$ cat src/rtl/cpu_nic.sv
// CPU-side network interface: one-entry input and output packet buffers with a register port.
// Optional 16-bit saturating packet counters are built when NIC_PKT_COUNT_EN is defined.
module cpu_nic #(
  parameter int DATA_W = 64
) (
  input  logic              CLK,
  input  logic              RESET,
  input  logic [0:1]        addr,
  input  logic [0:DATA_W-1] d_in,
  output logic [0:DATA_W-1] d_out,
  input  logic              nicEn,
  input  logic              nicEnWr,
  input  logic              net_si,
  output logic              net_ri,
  input  logic [0:DATA_W-1] net_di,
  output logic              net_so,
  input  logic              net_ro,
  output logic [0:DATA_W-1] net_do,
  input  logic              net_polarity
);

  localparam logic [0:1] ADDR_IN_DATA   = 2'b00;
  localparam logic [0:1] ADDR_IN_STAT   = 2'b01;
  localparam logic [0:1] ADDR_OUT_DATA  = 2'b10;
  localparam logic [0:1] ADDR_OUT_STAT  = 2'b11;

  logic [0:DATA_W-1] inBuf;
  logic              inFull;
  logic [0:DATA_W-1] outBuf;
  logic              outFull;

  logic rdEn;
  logic wrEn;
  logic capture;
  logic drain;
  logic load;
  logic send;

  assign rdEn    = nicEn & ~nicEnWr;
  assign wrEn    = nicEn & nicEnWr;
  assign capture = net_si & ~inFull;
  // Draining an empty buffer is a no-op, so only a full buffer is cleared.
  assign drain   = rdEn & (addr == ADDR_IN_DATA) & inFull;
  assign load    = wrEn & (addr == ADDR_OUT_DATA) & ~outFull;
  assign send    = outFull & net_ro & ~net_polarity;

  assign net_ri = ~inFull;
  assign net_so = send;
  assign net_do = outBuf;

`ifdef NIC_PKT_COUNT_EN
  logic [15:0] rxCnt;
  logic [15:0] txCnt;

  function automatic logic [15:0] satInc(input logic [15:0] cnt);
    return (cnt == 16'hFFFF) ? cnt : cnt + 16'd1;
  endfunction

  always_ff @(posedge CLK) begin
    if (RESET) begin
      rxCnt <= '0;
      txCnt <= '0;
    end else begin
      if (capture) rxCnt <= satInc(rxCnt);
      if (send)    txCnt <= satInc(txCnt);
    end
  end
`endif

  always_ff @(posedge CLK) begin
    if (RESET) begin
      inBuf   <= '0;
      inFull  <= 1'b0;
      outBuf  <= '0;
      outFull <= 1'b0;
    end else begin
      if (capture) begin
        inBuf  <= net_di;
        inFull <= 1'b1;
      end else if (drain) begin
        inFull <= 1'b0;
      end
      if (load) begin
        outBuf  <= d_in;
        outFull <= 1'b1;
      end else if (send) begin
        outFull <= 1'b0;
      end
    end
  end

  // Status words carry the flag in the last bit and the packet count in the first 16 bits.
  logic [0:DATA_W-1] inStat;
  logic [0:DATA_W-1] outStat;

`ifdef NIC_PKT_COUNT_EN
  assign inStat  = {rxCnt, {(DATA_W-17){1'b0}}, inFull};
  assign outStat = {txCnt, {(DATA_W-17){1'b0}}, outFull};
`else
  assign inStat  = {{(DATA_W-1){1'b0}}, inFull};
  assign outStat = {{(DATA_W-1){1'b0}}, outFull};
`endif

  always_comb begin
    d_out = '0;
    if (rdEn) begin
      case (addr)
        ADDR_IN_DATA:  d_out = inBuf;
        ADDR_IN_STAT:  d_out = inStat;
        ADDR_OUT_DATA: d_out = '0;
        ADDR_OUT_STAT: d_out = outStat;
        default:       d_out = '0;
      endcase
    end
  end

endmodule

$ cat config.mk
export PLATFORM = sky130hd
export DESIGN_NAME = cpu_nic
export DESIGN_NICKNAME = d
export VERILOG_FILES = /design/src/rtl/cpu_nic.sv
export SDC_FILE = /design/constraint.sdc
export NUM_CORES = 1
export LEC_CHECK = 0
export ABC_CLOCK_PERIOD_IN_PS = 1600
export CAP_MARGIN = 20
export CORE_AREA = 2 2 121 123
export CTS_BUF_LIST = sky130_fd_sc_hd__clkbuf_4 sky130_fd_sc_hd__clkbuf_8 sky130_fd_sc_hd__clkbuf_16
export DETAILED_ROUTE_END_ITERATION = 7
export DIE_AREA = 0 0 123 125
export HOLD_SLACK_MARGIN = 0.08
export MAX_ROUTING_LAYER = met4
export PLACE_DENSITY = 0.8
export SYNTH_ARGS = -nofsm -noshare
export SYNTH_HDL_FRONTEND = slang
export SYNTH_SLANG_ARGS = --single-unit
$ cat constraint.sdc
create_clock -name CLK -period 1.6 [get_ports CLK]
set_input_delay 0.32 -clock CLK [delete_from_list [all_inputs] [get_ports CLK]]
set_output_delay 0.32 -clock CLK [all_outputs]
set_load 0.005 [all_outputs]
# [Word-level counts from Yosys, hierarchy flattened]
# Index checks and enable logic that the tools add are counted.
[totals] reg_bits=130 inputBits=137 output_inout_bits=130 word_cells=29
[op_classes] eq_ne=3 mux=6 bitwise_logic=13 n_reduce_logical=3
[ops] operator="$pmux W64 S4" n=1
[ops] operator="$mux W64" n=1
[ops] operator="$and A1 B1 Y1" n=9
[ops] operator="$eq A2 B2 Y1 const B" n=2
[ops] operator="$mux W1" n=4
[ops] operator="$not A1 Y1" n=4
[ops] operator="$reduce_bool A2 Y1" n=2
[ops] operator="$eq A2 B1 Y1 const B" n=1
[ops] operator="$logic_not A2 Y1" n=1

# [Logic depth before layout (Yosys ltp)]
# Gate-level depths: netlist of run 1.
[logic_depth] ltp_word=6 ltp_mapped=5 depth_no_buf=3

# [Worst setup path after synthesis of run 1]
# No wires, ideal clock.
[synth_path] path_kind="input to output" start="in addr[1] (netlist name)" end="out d_out[10] (netlist name)" t_arrival_ns=1.061 required_ns=1.280 slack_ns=0.219 path_stages=4 path_buffers=1 path_cell_list="nand2b_4 nor3_4 clkbuf_1 and2_1"
[synth_between] elab_chain_cells=3 word_cells_on_any_way=6 cone_classes="eq/ne: 3; mux: 2; reduce/logical: 1"
[synth_rtl] item="from (decl)" line_no="8" source="input logic [0:1] addr,"
[synth_rtl] item="$eq A2 B2 Y1, or another cell as far along" line_no="107" source="case (addr)"
[synth_rtl] item="$pmux W64 S4 (*)" line_no="107"
[synth_rtl] item="$mux W64 (*)" line_no="106" source="if (rdEn) begin"
[synth_rtl] item="to (decl)" line_no="10" source="output logic [0:DATA_W-1] d_out,"
# Mark *: on every way between the ends. The rest lies on a longest branch, timed or not.

# [Worst setup path in the final report of run 1]
# Ends and elaborated chain as after synthesis.

==> results_dict.tcl, run 1 <==
set metrics [dict create \
    outcome "finished, violations left" \
    violations "negative setup slack" \
    syn_inst 643 \
    worstSkewPairLatency_ps 410 \
    rows 44 \
    hp-class "in2reg" \
    maxCapViolations 0 \
    cellLeakagePower_nw 4.32 \
    p_switching_mw 1.95 \
    worst_setup_path_end_kind "output pin" \
    synth.area.top_cells "dfxtp_1, nand2b_1, mux2i_1" \
    hpwl_um 10900 \
    met2_length_um 9120 \
    power_frac_seq_pct 42.2 \
    drive_gt1_share_pct 24.0 \
    track_usage_pct 22.8 \
    reg2reg_depth 5 \
    worstSetupStartpointType "primary input" \
    yosys-top-cells-count "dfxtp_1, nand2_1, nand2b_1" \
    timing.setup.tns_ps -9170 \
    nNetsFinal 1074 \
    wl_met3_um 2030 \
    grt_max_degree 85 \
    viasPerCell 4.85 \
    cts_tree "done" \
    arrival_ps 1520 \
    holdWs_ps 378 \
    async_flop_share_pct 0 \
    fin_crit_sh_pct 115 \
    syn_nets 780 \
    clk_pin_slew_ps 60 \
    synth.ff_latch_count 130 \
    pwr-share-comb_pct 12.7 \
    root_buffer "clkbuf_16" \
    ant_nets 0 \
    ys_types 22 \
    grt_pass1_wl_um 26400 \
    first_pass_iters 6 \
    diodes 0 \
    p_clk_share_pct 45.1 \
    worst_pin_slew_ps 303 \
    relSlewSlack_pct 79.8 \
    gp_congestion 0.778 \
    die_area_um2 15400 \
    finalMaxSlewViolations 0 \
    start_util_pct 40.1 \
    yosys_warnings 0 \
    io_buffers 266 \
    hold_viol_final 0 \
    cp_max_fo 4 \
    top_layer_used "met4" \
    sw_frac_of_total_pct 23.9 \
    syn2layout_area_growth_pct 70.5 \
    holdPathStages 4 \
    yosysTopAreaCellShare_pct 45.7 \
    synth_edf_count 0 \
    dp_slack_ps -735 \
    rsz0062_at_grt "true" \
    skew_ps 8.03 \
    pwr_density_cell_nw_per_um2 840 \
    synth_seq_area_share_pct 45.7 \
    antenna_found_initial 0 \
    critical_path_class "in2out" \
    wl_met1_um 6960 \
    wl_per_cell_um 16.4 \
    drc 0 \
    overflow 0 \
    htree_levels 4 \
    period_needed_ps 1840 \
    cts_buffers 17 \
    clock_sinks 130 \
    hold_buffers 0 \
    synthFlopType "dfxtp_1" \
    setup_slack_ps -238 \
    setup_viol 63 \
    drt_iter0_drc 463 \
    crit_required_ps 1280 \
    synth_area_leader_cell "dfxtp_1" \
    clk_path_buf_depth 2 \
    dr_total_vias 5503 \
    clock.fmax_ghz 0.544 \
    drt-total-wl_um 18600 \
    die_height_um 125 \
    internal-power_mw 6.21 \
    synth.cell_area_um2 5700 \
    peakVddDrop_mv 0.620 \
    reg2reg_setup_slack_ps 190 \
    first_global_vias 5293 \
    die_w_um 123 \
    core_region_area_um2 14200 \
    ios 267 \
    synth.avg_cell_area_um2 8.86 \
]
power groups by stage:
stage | sequential (mW) | clock, mW | combinational [mW]
after detailed placement | 3.50 | 0 | 0.958
after global routing | 3.46 | 3.89 | 1.11
after floorplan | 3.49 | 0 | 0.409
after global placement | 3.50 | 0 | 0.943
after CTS | 3.44 | 3.74 | 1.02
final | 3.45 | 3.68 | 1.03
flip-flops by register name, indices dropped and copies added, names as in the netlist:
register and flops:
inBuf 64, net_do 64, inFull 1, outFull 1
logic make-up after synthesis:
| family | count (synthesis) | synth area share, % |
|---|---|---|
| simple gates | 331 | 31.0 |
| flops | 130 | 45.7 |
| compound gates | 68 | 6.02 |
| mux | 65 | 11.4 |
| buf+inv | 49 | 5.93 |
cell usage in the layout (no fill, tap or decap), types with 4 or more instances in the layout:
cell	netlist	final
a21oi_1	65	65
and2_1	63	11
and2_4	0	52
buf_12	6	13
buf_16	0	4
buf_2	15	14
buf_4	6	28
buf_6	2	62
buf_8	0	4
clkbuf_16	0	17
clkdlybuf4s50_1	0	145
clkinv_2	0	4
clkinvlp_4	0	7
dfxtp_1	130	119
dfxtp_2	0	11
dlygate4sd2_1	0	30
dlymetal6s2s_1	0	21
mux2i_1	65	65
nand2_1	130	130
nand2b_1	129	128
repair_timing:
| action | CTS | global route |
|---|---|---|
| buffers inserted | 21 | 6 |
| gates cloned | 6 | 0 |
| endpoints found under the setup margin | 95 | 93 |
| gates resized for setup | 349 | 119 |
| pin swaps | 37 | 15 |
final timing paths:
path	start	to
max	addr[1]	d_out[10]
min	nicEnWr	outFull$_SDFFE_PP0P_
max reg2reg	outFull$_SDFFE_PP0P_	net_do[11]$_SDFFE_PP0P_
min reg2reg	inBuf[5]$_SDFFE_PP0P_	inBuf[5]$_SDFFE_PP0P_
per-stage QoR:
step | power, mW | util [%] | std cells | cell area [um2]
global placement | 4.44 | 60.6 | 1074 | 8600
floorplan | 3.90 | - | 643 | 5700
CTS | 8.19 | 66.2 | 1133 | 9410
detailed placement | 4.46 | 60.6 | 1074 | 8600
finish | 8.16 | 68.4 | 1134 | 9710
global route | 8.46 | 68.4 | 1134 | 9710
per-layer routing:
layer	vias to the layer above	track usage (%)
met5	-	-
met4	0	9.43
met3	43	9.26
met2	283	37.8
met1	2537	23.9
li1	2640	-
cell type report:
class / instances / area, um2
clock buffer: 19 / 453
clock inverter: 13 / 111
fill: 1073 / 4490
inverter: 1 / 3.75
multi-input combinational: 464 / 2900
sequential: 130 / 2620
tap: 184 / 230
timing repair buffer: 323 / 3400
critical path, stage by stage:
cell	delay [ps]
buf_6	100
nand2b_4	140
nor3_4	110
buf_6	120
buf_12	110
buf_16	100
buf_6	100
buf_6	100
buf_6	100
and2_4	130
buf_6	80
No activity file was read; power rests on OpenSTA's default activity.
==> run 2, diff against run 1 <==
--- a/config.mk
+++ b/config.mk
@@ -14,6 +14,7 @@
 export HOLD_SLACK_MARGIN = 0.08
 export MAX_ROUTING_LAYER = met4
 export PLACE_DENSITY = 0.8
+export SKIP_LAST_GASP = 1
 export SYNTH_ARGS = -nofsm -noshare
 export SYNTH_HDL_FRONTEND = slang
 export SYNTH_SLANG_ARGS = --single-unit
==> results_dict.tcl, run 2 (synthesis gave the netlist of run 1 again) <==
set metrics [dict create \
    internal-power_mw 6.21 \
    syn2layout_area_growth_pct 70.6 \
    crit_path_frequent_cell "buf_6" \
    gp_congestion 0.778 \
    worst_setup_path_end_kind "output pin" \
    peakVddDrop_mv 0.619 \
    core_region_area_um2 14200 \
    finalMaxSlewViolations 0 \
    maxCapViolations 0 \
    holdWs_ps 379 \
    p_total_mw 8.14 \
    first_pass_iters 5 \
    pwr_density_cell_nw_per_um2 837 \
    hpwl_um 10900 \
    die_w_um 123 \
    hold_buffers 0 \
    most-common-layout-cells "clkdlybuf4s50_1, nand2_1, nand2b_1" \
    grt_pass1_wl_um 26600 \
    diodes 0 \
    track_usage_pct 23.0 \
    crit_slowest_cell "nand2b_4" \
    cts_buffers 17 \
    sw_frac_of_total_pct 23.7 \
    p_clk_share_pct 45.0 \
    drt_iter0_drc 406 \
    setup_viol 63 \
    setup_slack_ps -234 \
    holdPathStages 4 \
    r2r-end "net_do[11]$_SDFFE_PP0P_" \
    ios 267 \
    viasPerCell 4.81 \
    clk_path_buf_depth 2 \
    cellLeakagePower_nw 4.32 \
    reg2reg_setup_slack_ps 190 \
    hp-class "in2reg" \
    relSlewSlack_pct 80.1 \
    dr_total_vias 5450 \
    drive_gt1_share_pct 24.0 \
    die_area_um2 15400 \
    crit_required_ps 1280 \
    r2r_start "outFull$_SDFFE_PP0P_" \
    first_global_vias 5332 \
    io_buffers 266 \
    skew_ps 7.43 \
    power_frac_seq_pct 42.3 \
    arrival_ps 1510 \
    root_buffer "clkbuf_16" \
    wl_per_cell_um 16.2 \
    cp_cell_sequence "buf_6 -> nand2b_4 -> nor3_4 -> buf_6 -> buf_12 -> buf_16 -> buf_6 -> buf_6 -> buf_6 -> and2_4 -> buf_6" \
    overflow 0 \
    clock.fmax_ghz 0.545 \
    outcome "finished, violations left" \
    final_common_cell "clkdlybuf4s50_1" \
    worst_pin_slew_ps 299 \
    period_needed_ps 1830 \
    drc 0 \
    grt_max_degree 85 \
    clock_sinks 130 \
    fin_util_pct 68.4 \
    worstHoldEndpoint "outFull$_SDFFE_PP0P_" \
    cp_max_fo 4 \
    drt-total-wl_um 18400 \
    pwr-share-comb_pct 12.7 \
    violations "negative setup slack" \
    antenna_found_initial 0 \
    cts_tree "done" \
    worstSkewPairLatency_ps 410 \
    clk_pin_slew_ps 60 \
    worstSetupStartpointType "primary input" \
    reg2reg_depth 5 \
    die_height_um 125 \
    ant_nets 0 \
    rsz0062_at_grt "true" \
    rows 44 \
    nNetsFinal 1074 \
    critical_path_class "in2out" \
    hold_viol_final 0 \
    slowest_delay_ps 140 \
    hp-start "nicEnWr" \
    start_util_pct 40.1 \
    fin_crit_sh_pct 115 \
    p_switching_mw 1.93 \
    htree_levels 4 \
]
## run 2: cell count changes in the layout (fill, tap and decap cells not counted)
| cell | change |
|---|---|
| and2_1 | -1 |
| and2_4 | +1 |
| buf_4 | -1 |
| buf_6 | +1 |
| dfxtp_1 | +1 |
| dfxtp_2 | -1 |
## run 2: what timing repair did
action,4_1_cts,5_1_grt
setup buffers,21,6
hold endpoints to repair,0,0
cloned,6,0
gates resized for setup,342,127
pin swaps,37,19
endpoints found under the setup margin,95,93
## run 2: through the flow
step	cell area [um2]	instances	TNS, ps	setup WS, ps
final	9720	1134	-8700	-234
after CTS	9440	1133	-12910	-321
after floorplan	5700	643	0	219
after global placement	8600	1074	-62260	-724
after detailed placement	8600	1074	-63510	-735
after global routing	9720	1134	-10940	-264
## run 2: routing by layer
metal / vias up / wire (um) / part of all wire (%) / track usage (%)
li1: 2638 / - / - / -
met2: 274 / 9110 / 50 / 38.0
met3: 39 / 1990 / 11 / 9.08
met1: 2499 / 6840 / 37 / 24.3
met4: 0 / 435 / 2.4 / 9.29
met5: - / 0 / 0 / -
## run 2: worst max path at each step
stage | slack [ps] | start | to
3_5_place_dp | -740 | nicEn | d_out[5]
5_1_grt | -260 | addr[1] | d_out[10]
2_1_floorplan | 220 | addr[1] | d_out[10]
3_3_place_gp | -720 | nicEn | d_out[60]
6_report | -230 | addr[1] | d_out[10]
4_1_cts | -320 | addr[1] | d_out[25]
## run 2: cell type report
type	count	area, um2
inverter	1	3.75
clock inverter	13	111
clock buffer	19	453
multi-input combinational	464	2910
timing repair buffer	323	3400
tap	184	230
fill	1072	4480
sequential	130	2620
## run 2: power by group through the flow
stage,registers (mW),clock network (mW),logic (mW)
finish,3.45,3.66,1.03
global route,3.46,3.89,1.11
CTS,3.44,3.74,1.02
detailed placement,3.50,0,0.958
global placement,3.50,0,0.943
floorplan,3.49,0,0.409
## run 2: worst max-delay path, delay by kind of cell
kind | cells | cell delay [ps]
buf+inv | 8 | 810
simple gates | 3 | 380
==> run 3, diff against run 2 <==
--- a/config.mk
+++ b/config.mk
@@ -15,6 +15,7 @@
 export MAX_ROUTING_LAYER = met4
 export PLACE_DENSITY = 0.8
 export SKIP_LAST_GASP = 1
+export SLEW_MARGIN = 20
 export SYNTH_ARGS = -nofsm -noshare
 export SYNTH_HDL_FRONTEND = slang
 export SYNTH_SLANG_ARGS = --single-unit
==> results of run 3 <==
Final layout, timing and power as in run 2 (identical DEF).
